--- src/rtl/uart_tx_fifo.sv ---
// ---------------------------------------------------------------------------
// uart_tx_fifo
//   Buffered 8N1 UART transmitter for the core's memory-mapped TX port.
//   A store to the TX address pushes one byte into a circular FIFO. A small
//   FSM pops queued bytes and serialises them LSB first on uart_tx. Frames
//   run back to back while data is queued. A status word for the load path
//   lets software poll occupancy, busy, full, empty and a sticky overflow flag.
//
// Parameters
//   DEPTH         FIFO entries (power of two, >= 2)
//   CLKS_PER_BIT  clock cycles per UART bit (>= 2)
//
// Ports
//   clk           system clock, rising edge
//   rst_n         asynchronous active-low reset
//   wr_en         push request (one byte per cycle)
//   wr_data       byte to push
//   clr_ovf       clears the sticky overflow flag
//   uart_tx       registered serial line (idle high)
//   full          FIFO holds DEPTH entries (registered)
//   empty         FIFO holds 0 entries (registered)
//   busy          transmitter FSM not idle (registered)
//   count         current occupancy (registered)
//   status_value  {16'd0, count[7:0], 4'd0, ovf, busy, full, empty}
// ---------------------------------------------------------------------------
module uart_tx_fifo #(
  parameter int DEPTH        = 16,
  parameter int CLKS_PER_BIT = 434
) (
  input  logic                     clk,
  input  logic                     rst_n,
  input  logic                     wr_en,
  input  logic [7:0]               wr_data,
  input  logic                     clr_ovf,
  output logic                     uart_tx,
  output logic                     full,
  output logic                     empty,
  output logic                     busy,
  output logic [$clog2(DEPTH):0]   count,
  output logic [31:0]              status_value
);

  localparam int PW = $clog2(DEPTH);
  localparam int CW = PW + 1;
  localparam int BW = (CLKS_PER_BIT > 1) ? $clog2(CLKS_PER_BIT) : 1;

  localparam logic [BW-1:0] BAUD_LAST  = BW'(CLKS_PER_BIT - 1);
  localparam logic [BW-1:0] BAUD_ZERO  = BW'(0);
  localparam logic [BW-1:0] BAUD_ONE   = BW'(1);
  localparam logic [PW-1:0] PTR_ZERO   = PW'(0);
  localparam logic [PW-1:0] PTR_ONE    = PW'(1);
  localparam logic [CW-1:0] COUNT_ZERO = CW'(0);
  localparam logic [CW-1:0] COUNT_ONE  = CW'(1);
  localparam logic [CW-1:0] COUNT_FULL = CW'(DEPTH);

  typedef enum logic [1:0] {
    ST_IDLE  = 2'd0,
    ST_START = 2'd1,
    ST_DATA  = 2'd2,
    ST_STOP  = 2'd3
  } state_t;

  // Serial line level for a given FSM state; the data bit is the shift LSB.
  function automatic logic line_level(input state_t st, input logic lsb);
    logic lvl;
    case (st)
      ST_IDLE:  lvl = 1'b1;
      ST_START: lvl = 1'b0;
      ST_DATA:  lvl = lsb;
      ST_STOP:  lvl = 1'b1;
      default:  lvl = 1'b1;
    endcase
    return lvl;
  endfunction

  // FIFO storage and bookkeeping
  logic [7:0]    r_mem [DEPTH];
  logic [PW-1:0] r_wr_ptr;
  logic [PW-1:0] r_rd_ptr;
  logic [CW-1:0] r_count;
  logic          r_full;
  logic          r_empty;
  logic          r_ovf;

  // Transmitter state
  state_t        r_state;
  logic [7:0]    r_shreg;
  logic [BW-1:0] r_baud_cnt;
  logic [2:0]    r_bit_idx;
  logic          r_tx;
  logic          r_busy;

  // Combinational helpers
  logic          w_push;
  logic          w_pop;
  logic          w_overflow;
  logic          w_bit_end;
  logic [CW-1:0] w_count_nxt;
  logic [7:0]    w_rd_data;
  logic [7:0]    w_count8;

  // A push is judged against the registered full flag only, so a pop in the
  // same cycle does not make room for an otherwise-overflowing byte.
  assign w_push     = wr_en & ~r_full;
  assign w_overflow = wr_en & r_full;
  assign w_bit_end  = (r_baud_cnt == BAUD_LAST);
  assign w_rd_data  = r_mem[r_rd_ptr];

  // Pop request: leaving IDLE, or chaining straight from the last STOP cycle
  // into the next START. Based on registered empty, so a byte pushed into an
  // empty FIFO cannot be popped in the same cycle.
  always_comb begin
    w_pop = 1'b0;
    case (r_state)
      ST_IDLE: w_pop = ~r_empty;
      ST_STOP: w_pop = ~r_empty & w_bit_end;
      default: w_pop = 1'b0;
    endcase
  end

  // Next occupancy: +1 push only, -1 pop only, otherwise unchanged.
  always_comb begin
    w_count_nxt = r_count;
    case ({w_push, w_pop})
      2'b10:   w_count_nxt = r_count + COUNT_ONE;
      2'b01:   w_count_nxt = r_count - COUNT_ONE;
      default: w_count_nxt = r_count;
    endcase
  end

  // Byte storage; contents need no reset because pointers/count define validity.
  always_ff @(posedge clk) begin
    if (w_push) begin
      r_mem[r_wr_ptr] <= wr_data;
    end
  end

  // Pointers, occupancy and the registered full/empty flags.
  always_ff @(posedge clk or negedge rst_n) begin
    if (!rst_n) begin
      r_wr_ptr <= PTR_ZERO;
      r_rd_ptr <= PTR_ZERO;
      r_count  <= COUNT_ZERO;
      r_full   <= 1'b0;
      r_empty  <= 1'b1;
    end else begin
      if (w_push) begin
        r_wr_ptr <= r_wr_ptr + PTR_ONE;
      end
      if (w_pop) begin
        r_rd_ptr <= r_rd_ptr + PTR_ONE;
      end
      r_count <= w_count_nxt;
      r_full  <= (w_count_nxt == COUNT_FULL);
      r_empty <= (w_count_nxt == COUNT_ZERO);
    end
  end

  // Sticky overflow flag; a new overflow wins over a simultaneous clear.
  always_ff @(posedge clk or negedge rst_n) begin
    if (!rst_n) begin
      r_ovf <= 1'b0;
    end else if (w_overflow) begin
      r_ovf <= 1'b1;
    end else if (clr_ovf) begin
      r_ovf <= 1'b0;
    end
  end

  // Transmitter FSM with registered busy and line outputs. The line register
  // follows the state one cycle later, giving the two-cycle push-to-start
  // latency while keeping every bit exactly CLKS_PER_BIT cycles long.
  always_ff @(posedge clk or negedge rst_n) begin
    if (!rst_n) begin
      r_state    <= ST_IDLE;
      r_shreg    <= 8'h00;
      r_baud_cnt <= BAUD_ZERO;
      r_bit_idx  <= 3'd0;
      r_busy     <= 1'b0;
      r_tx       <= 1'b1;
    end else begin
      r_tx <= line_level(r_state, r_shreg[0]);
      case (r_state)
        ST_IDLE: begin
          r_baud_cnt <= BAUD_ZERO;
          r_bit_idx  <= 3'd0;
          if (w_pop) begin
            r_state <= ST_START;
            r_shreg <= w_rd_data;
            r_busy  <= 1'b1;
          end else begin
            r_busy  <= 1'b0;
          end
        end
        ST_START: begin
          if (w_bit_end) begin
            r_state    <= ST_DATA;
            r_baud_cnt <= BAUD_ZERO;
            r_bit_idx  <= 3'd0;
          end else begin
            r_baud_cnt <= r_baud_cnt + BAUD_ONE;
          end
        end
        ST_DATA: begin
          if (w_bit_end) begin
            r_baud_cnt <= BAUD_ZERO;
            r_shreg    <= {1'b0, r_shreg[7:1]};
            if (r_bit_idx == 3'd7) begin
              r_state   <= ST_STOP;
              r_bit_idx <= 3'd0;
            end else begin
              r_bit_idx <= r_bit_idx + 3'd1;
            end
          end else begin
            r_baud_cnt <= r_baud_cnt + BAUD_ONE;
          end
        end
        ST_STOP: begin
          if (w_bit_end) begin
            r_baud_cnt <= BAUD_ZERO;
            if (w_pop) begin
              // Back-to-back frame: no idle cycle after the stop bit.
              r_state <= ST_START;
              r_shreg <= w_rd_data;
              r_busy  <= 1'b1;
            end else begin
              r_state <= ST_IDLE;
              r_busy  <= 1'b0;
            end
          end else begin
            r_baud_cnt <= r_baud_cnt + BAUD_ONE;
          end
        end
        default: begin
          r_state    <= ST_IDLE;
          r_baud_cnt <= BAUD_ZERO;
          r_bit_idx  <= 3'd0;
          r_busy     <= 1'b0;
        end
      endcase
    end
  end

  assign w_count8     = 8'(r_count);
  assign uart_tx      = r_tx;
  assign full         = r_full;
  assign empty        = r_empty;
  assign busy         = r_busy;
  assign count        = r_count;
  assign status_value = {16'h0000, w_count8, 4'h0, r_ovf, r_busy, r_full, r_empty};

endmodule
--- config.mk ---
export PLATFORM = sky130hd
export DESIGN_NAME = uart_tx_fifo
export DESIGN_NICKNAME = d
export VERILOG_FILES = /design/src/rtl/uart_tx_fifo.sv
export SDC_FILE = /design/constraint.sdc
export NUM_CORES = 1
export LEC_CHECK = 0
export CAP_MARGIN = 20
export CORE_ASPECT_RATIO = 0.7
export CORE_MARGIN = 4
export CORE_UTILIZATION = 45
export CTS_BUF_LIST = sky130_fd_sc_hd__clkbuf_8
export DETAILED_ROUTE_END_ITERATION = 6
export GPL_ROUTABILITY_DRIVEN = 0
export PLACE_DENSITY_LB_ADDON = 0.08
export SLEW_MARGIN = 15
export SYNTH_ARGS = -nofsm -noshare
export SYNTH_HDL_FRONTEND = slang
export SYNTH_SLANG_ARGS = --single-unit
--- constraint.sdc ---
create_clock -name clk -period 4.1 [get_ports clk]
set_input_delay 0.615 -clock clk [delete_from_list [all_inputs] [get_ports clk]]
set_output_delay 0.615 -clock clk [all_outputs]
set_load 0.01 [all_outputs]
### After elaboration in Yosys (flattened, before gate mapping)

Memories as Yosys holds them, arrays and structs flattened.
Cells that the tools add are included.

* bits in registers: 40
* memory bits (writable): 128
* input bits: 12
* logic and storage cells: 76
* memories: 1

* add/subtract/negate cells: 6
* equal/unequal tests: 13
* muxes and demuxes: 27
* bitwise logic cells: 5
* reduce and logical (&&, ||, !) cells: 12

Memory list
* r_mem: words 16, width 8, rd ports 1, clocked after Yosys merged registers in 0, wr ports 1, line 77 `logic [7:0] r_mem [DEPTH];`

Operator list (count)
* two-way mux 8 bit: 3
* one-hot mux 8 bit (3 select lines): 1
* one-hot mux 9 bit (2 select lines): 1
* two-way mux 2 bit: 5
* inequality test 2 bit, second input constant: 5
* one-hot mux 5 bit (2 select lines): 1
* adder 9 x 1 -> 9 bit, second input constant: 1
* equality test 9 bit, second input constant: 1
* two-way mux 3 bit: 3
* two-way mux 9 bit: 1
* one-hot mux 3 bit (3 select lines): 1
* adder 4 x 1 -> 4 bit, second input constant: 2
* one-hot mux 2 bit (4 select lines): 1
* two-way mux 1 bit: 7
* equality test 2 bit, second input constant: 3
* AND reduction 3 bit: 2
* nonzero test 3 bit: 2
* adder 5 x 1 -> 5 bit, second input constant: 1
* equality test 5 bit, second input constant: 1
* zero test 5 bit: 1
* AND reduction 5 bit: 1
* subtractor 5 x 1 -> 5 bit, second input constant: 1
* equality test 2 x 1 -> 1 bit, second input constant: 2
* one-hot mux 1 bit (2 select lines): 2
* other kinds (10): 14

### Logic depth before layout (Yosys ltp)

Gate-level depths: netlist of run 1.

* depth in word-level cells: 6
* depth in mapped cells: 15
* depth with buffers taken out: 13

### Worst setup path after synthesis of run 1

OpenSTA, ideal clock, no wires.

* path kind: register to register
* start point: reg r_state[0]
* end point: reg r_full, in the netlist full
* setup time: 0.088 ns
* arrival: 2.864 ns
* required time: 4.012 ns
* path slack: 1.148 ns
* stages on the path, launching flop included: 14
* path buffers: 1
* clock period less this slack: 2.952 ns
* cell sequence: dfrtp_1 inv_1 ha_1 or2_1 nor2_1 ha_1 clkbuf_1 xor2_1 ha_1 o21a_1 o21ai_0 nand3_1 xnor2_1 nor3b_1

* word-level cells in the longest chain between the ends: 5

Ends and longest elaborated chain
* start, declared: line 86 `state_t r_state;`
* start signal, assigned: line 175 `r_state <= ST_IDLE;`
* start signal, assigned: line 188 `r_state <= ST_START;`
* start signal, assigned: line 197 `r_state <= ST_DATA;`
* equality test 2 bit / zero test 2 bit (equally long branches): line 114 `case (r_state)`
* one-hot mux 1 bit (2 select lines) (*): line 114
* named net w_pop: line 95 `logic w_pop;`
* equality test 2 x 1 -> 1 bit / equality test 2 bit (equally long branches): line 124 `case ({w_push, w_pop})`
* one-hot mux 5 bit (2 select lines) (*): line 124
* named net w_count_nxt[4]: line 98 `logic [CW-1:0] w_count_nxt;`
* equality test 5 bit (*): line 154 `r_full <= (w_count_nxt == COUNT_FULL);`
* end signal, assigned: line 154
* end, declared: line 81 `logic r_full;`

Mark *: on every way through the listed nets, which the timed path passes. The rest lies on a longest branch.
A chain may end at the register's enable or synchronous reset.

### Worst setup path after layout of run 1

Same ends and word-level chain as after synthesis.

==> results of run 1 <==
-- synthesized netlist by cell type, types with 2 or more instances --
cell type / n / area [µm²]
buf_6: 5 / 56.3
a21oi_2: 2 / 17.5
nor2_1: 37 / 139
mux4_2: 26 / 586
mux2_2: 4 / 45.0
nand2_1: 16 / 60.1
inv_1: 10 / 37.5
xnor2_1: 11 / 96.3
edfxtp_1: 128 / 3840
o211ai_1: 2 / 15.0
nand2b_1: 4 / 25.0
a21oi_1: 27 / 135
buf_2: 4 / 20.0
nor2b_1: 5 / 31.3
dfstp_2: 2 / 52.6
nand3_1: 5 / 25.0
o21ai_0: 5 / 25.0
a21o_1: 2 / 15.0
clkbuf_1: 6 / 22.5
a22oi_1: 16 / 120
mux4_1: 6 / 158
a31oi_1: 2 / 12.5
nor3_1: 6 / 30.0
a22o_1: 3 / 26.3
ha_1: 17 / 213
buf_4: 33 / 248
dfrtp_1: 38 / 951
nand4_1: 2 / 12.5
nor3b_1: 2 / 15.0
xor2_1: 6 / 52.6
-- power by group --
part           leakage, nW  switching [mW]  internal, mW
Clock                0.185           0.564         0.520
Sequential            1.65           0.333          2.14
Combinational         1.01           0.950         0.909
Total                 2.84            1.85          3.56
-- layout by cell type (no fill, tap or decap), drive strengths merged, types with 5 or more instances in the layout --
cell           count
nor2b              5
nand2             16
inv               12
nand3              5
xnor2             11
edfxtp           128
a21oi             30
dfrtp             38
mux4              32
xor2               6
nor3               6
clkinv             9
a22oi             16
clkdlybuf4s50     28
buf                9
nor2              37
ha                17
mux2               5
conb              23
clkbuf            17
o21ai              5
-- area by class of cell --
class / count / area, µm² / area share
sequential: 168 / 4850 / 0.605
multi-input combinational: 253 / 2160 / 0.269
timing repair buffer: 37 / 345 / 0.0431
tap: 220 / 275 / 0.0343
clock buffer: 17 / 234 / 0.0292
clock inverter: 14 / 118 / 0.0147
inverter: 10 / 37.5 / 0.00468
-- metrics by stage --
step	hold WS [ps]	std cells	power, mW
finish	308	719	5.41
global route	370	719	5.77
CTS	330	719	5.48
detailed placement	489	688	4.39
global placement	469	688	4.34
floorplan	319	483	3.89
-- registers in the layout, summed over array words and instances, names as in the netlist, 2 cells and up --
signal / cells
r_state: 2
count: 5
r_mem: 128
r_wr_ptr: 4
r_rd_ptr: 4
r_baud_cnt: 9
r_bit_idx: 3
r_shreg: 8
-- layer usage --
layer	part of all wire	track usage	vias to the layer above
li1	-	-	1742
met1	0.49	0.254	1878
met2	0.44	0.237	98
met3	0.061	0.0330	11
met4	0.010	0.0511	0
met5	0	0	-
-- cell families (layout without fill, tap and decap cells) --
| family | count (synthesis) | in the layout | share of synthesized area |
|---|---|---|---|
| buffers and inverters | 62 | 78 | 0.0590 |
| multiplexers | 38 | 38 | 0.111 |
| adder cells (fa/ha/maj) | 17 | 17 | 0.0289 |
| other | 1 | 23 | 0.000510 |
| XOR/XNOR | 17 | 17 | 0.0202 |
| AND/OR/NAND/NOR | 88 | 88 | 0.0580 |
| AO/OA/AOI/OAI | 70 | 70 | 0.0638 |
| flip-flops | 168 | 168 | 0.659 |
-- worst register-to-register path: stages, from the launching register on --
cell and delay (ps):
dfrtp_1 410, inv_1 160, ha_1 300, or2_1 290
nor2_1 120, buf_4 170, ha_1 320, xor2_1 230
ha_1 220, a21oi_1 70, o221ai_1 230, nand3_1 130
xnor2_1 220, nor3b_1 210
-- worst max path at each step --
stage / slack [ps] / from / cells past startpoint / endpoint
6_report: 940 / r_state[0] / 13 / full
5_1_grt: 630 / r_state[0] / 13 / full
2_1_floorplan: 1150 / r_state[0] / 13 / full
3_3_place_gp: 1040 / wr_en / 12 / full
3_5_place_dp: 950 / wr_en / 12 / full
4_1_cts: 930 / r_state[0] / 13 / full
==> metrics.cfg, run 1 <==
[setup_path]
worstPathRequired_ps=4450
timing.rr.start=r_state[0]
r2r_setup_slack_ps=940
path_cells=inv_1 -> ha_1 -> or2_1 -> nor2_1 -> buf_4 -> ha_1 -> xor2_1 -> ha_1 -> a21oi_1 -> o221ai_1 -> nand3_1 -> xnor2_1 -> nor3b_1
cp_common_cell=ha_1
r2r_cells=13
cpPeakStageDelay_ps=410
path_class=register to register
start_kind=register
crit_family=adder cells
worst_path_max_delay_cell=dfrtp_1
critPathArrivalTime_ps=3510
path_buf_inv=2
r2r-end=full
cp_max_fo=8
end_kind=register

[timing]
fin_setup_tns_ps=0
hold_viol_final=0
tightestPinTransition_ps=1000
fmax_mhz=316
maxSlewViolCount=0
finClkSkew_ps=5.57
finalCriticalPeriod_ps=3160
slew_headroom=0.329
setup_viol=0
timing.final.ws_setup_ps=940
rsz0062_at_grt=no
fin_crit_sh=0.771

[final_layout]
drive_above_1_share=0.148
antennaDiodeCount=0
area_delta_synth_final_pct=8.98
utilization=0.509
layout.nets=516
fill_cells=1322
stdcell_area_um2=8020

[place]
place_ws_ps=954
dpl_cell_area_um2=7660
dp_hpwl_um=9470
io_buffer_count=29

[clocking]
cts_buffers=17
htree_num_levels=4
clkTransAtPathRegs_ps=80
post_cts_buffers=0
cts_tree=yes
root_buffer=clkbuf_8
clock_latency_ps=440
clock_path_buffers=2
cts_resized=0
cts-hold-fix-buffers=0
clock-sinks=168

[synthesis]
synth-seq-area-share=0.659
yosys.cell_types.count=59
synth_edf_count=128
async_flop_share=0.238
avgSynthCellArea_um2=16.0
synth-seq-cells=168
ys_warn_count=0
ys.flop_type=edfxtp_1
syn-instance-count=461
synth_area_um2=7360

[pwr]
p_leak_nw=2.84
ir_drop_mv=0.354
p_per_area_nw_per_um2=675

[floorplanning]
rows=38
core-area_um2=15700
die_h_um=115
initial_utilization=0.467
pin_count=53
dieArea_um2=18500
die_x_um=161

[detailed_routing]
drc=0
wire_per_inst_um=19.9
post_drt_via_cell_ratio=5.19
dr.pass1.iters=4
wirelength_um=14300
drtIter0Drc=231
num_vias=3729
ant_nets=0

[global_routing]
grt_pass1_wl_um=22600
first_global_vias=3887
grt_max_degree=41
grt_usage=0.164
antenna_found_initial=0
grt-ovfl-total=0

[status]
outcome=finished, final reports clean

[flow_run]
cap_violations=0

[hold_path]
worstHoldPathType=primary input to asynchronous set/reset pin

Note: power is estimated with default switching activity, not from simulation.
==> run 2, diff against run 1 <==
==> constraint.sdc (replaced) <==
create_clock -name clk -period 2.98 [get_ports clk]
set_input_delay 0.447 -clock clk [delete_from_list [all_inputs] [get_ports clk]]
set_output_delay 0.447 -clock clk [all_outputs]
set_load 0.01 [all_outputs]
==> run 2 against run 1 <==
Sequential share of layout area fell by 1.8 points. Sequential cell count is the same. Global-route usage down 0.23 points. Highest routed layer unchanged. Largest power group unchanged.
==> metrics.cfg, run 2 (synthesis results as in run 1) <==
[clocking]
clock_latency_ps=450
clock-sinks=168
clock_path_buffers=2
cts_buffers=17
cts_tree=yes
root_buffer=clkbuf_8
htree_num_levels=4
clkTransAtPathRegs_ps=90

[pwr]
power_mw=7.78
p_leak_nw=2.96
p_per_area_nw_per_um2=943
ir_drop_mv=0.620

[timing]
setup_viol=0
fmax_mhz=358
hold_viol_final=0
slew_headroom=0.381
fin_setup_tns_ps=0
finalCriticalPeriod_ps=2790
tightestPinTransition_ps=928
fin_crit_sh=0.937
maxSlewViolCount=0
rsz0062_at_grt=no
finClkSkew_ps=9.18

[setup_path]
r2r_cells=11
start_kind=register
path_class=register to register
end_kind=register
timing.rr.start=r_state[0]
cp_max_fo=7
r2r_setup_slack_ps=190
worstPathRequired_ps=3350
r2r-end=empty
critPathArrivalTime_ps=3160

[place]
dp_hpwl_um=9540
io_buffer_count=29

[detailed_routing]
dr.pass1.iters=5
ant_nets=0
post_drt_via_cell_ratio=5.27
drtIter0Drc=233
wirelength_um=14100
drc=0
wire_per_inst_um=19.1
num_vias=3882

[final_layout]
antennaDiodeCount=0
final_common_cell=edfxtp_1
fill_cells=1271
multi_input_area_um2=2180
regArea_um2=4850
drive_above_1_share=0.195
mostFrequentLayoutCells=edfxtp_1 (128), dfrtp_1 (37), nor2_1 (36), clkdlybuf4s50_1 (28), a21oi_1 (27)
reg_top3=r_mem x128, r_baud_cnt x9, r_shreg x8
layout.nets=533
largest_reg_flops=128
max_flop_register=r_mem
area_delta_synth_final_pct=12.2

[flow_run]
cap_violations=0

[floorplanning]
die_x_um=161
dieArea_um2=18500
die_h_um=115
core-area_um2=15700
initial_utilization=0.467
pin_count=53
rows=38

[global_routing]
antenna_found_initial=0
grt_max_degree=41
grt_pass1_wl_um=22400
grt_usage=0.162
grt-ovfl-total=0
first_global_vias=3975

[hold_path]
worstHoldPathType=primary input to asynchronous set/reset pin

[status]
outcome=finished, final reports clean

-- run 2: final cells by class --
cell class	instances	area share
tap	220	0.0333
multi-input combinational	253	0.265
timing repair buffer	54	0.0603
sequential	168	0.587
clock buffer	17	0.0283
inverter	10	0.00455
clock inverter	15	0.0214
-- run 2: power breakdown --
group          switching, mW  internal [mW]
Combinational           1.45           1.37
Sequential             0.360           2.93
Clock                  0.838          0.829
Total                   2.65           5.13
-- run 2: timing repair --
| action | 4_1_cts | 5_1_grt |
|---|---|---|
| setup buffers | 0 | 0 |
| setup endpoints to repair | 0 | 2 |
| hold buffers | 0 | 0 |
| gates resized for setup | 0 | 7 |
-- run 2: layer usage --
| layer | wire length, µm | up-vias | track usage |
|---|---|---|---|
| met2 | 6100 | 99 | 0.232 |
| met3 | 615 | 12 | 0.0319 |
| li1 | - | 1781 | - |
| met4 | 182 | 0 | 0.0631 |
| met5 | 0 | - | 0 |
| met1 | 7170 | 1990 | 0.247 |
-- run 2: critical path: stages, from the launching register on --
cell,delay (ps)
dfrtp_1,410
inv_1,160
ha_1,300
or2_4,290
nor2_4,130
buf_4,170
ha_1,280
a21boi_0,140
a211oi_2,290
a21oi_1,100
o22a_1,210
nor3_1,230
-- run 2: stage by stage --
| step | instances | cell area [µm²] | hold WS [ps] | utilization | setup WS (ps) |
|---|---|---|---|---|---|
| after global routing | 737 | 8250 | 184 | 0.524 | 2.71 |
| final | 737 | 8250 | 115 | 0.524 | 188 |
| after global placement | 705 | 7820 | 471 | 0.497 | 230 |
| after detailed placement | 705 | 7820 | 494 | 0.497 | 125 |
| after floorplan | 483 | 7440 | 151 | - | 28.2 |
| after CTS | 737 | 8230 | 142 | 0.523 | 70.5 |
-- run 2: how the worst max path moves through the flow --
stage | cells past startpoint | to | from | slack [ps]
after floorplan | 13 | full | r_state[0] | 30
after global placement | 12 | full | r_state[0] | 230
after detailed placement | 11 | empty | r_state[0] | 130
after CTS | 12 | full | r_state[0] | 70
after global routing | 11 | empty | r_state[0] | 3
final | 11 | empty | r_state[0] | 190
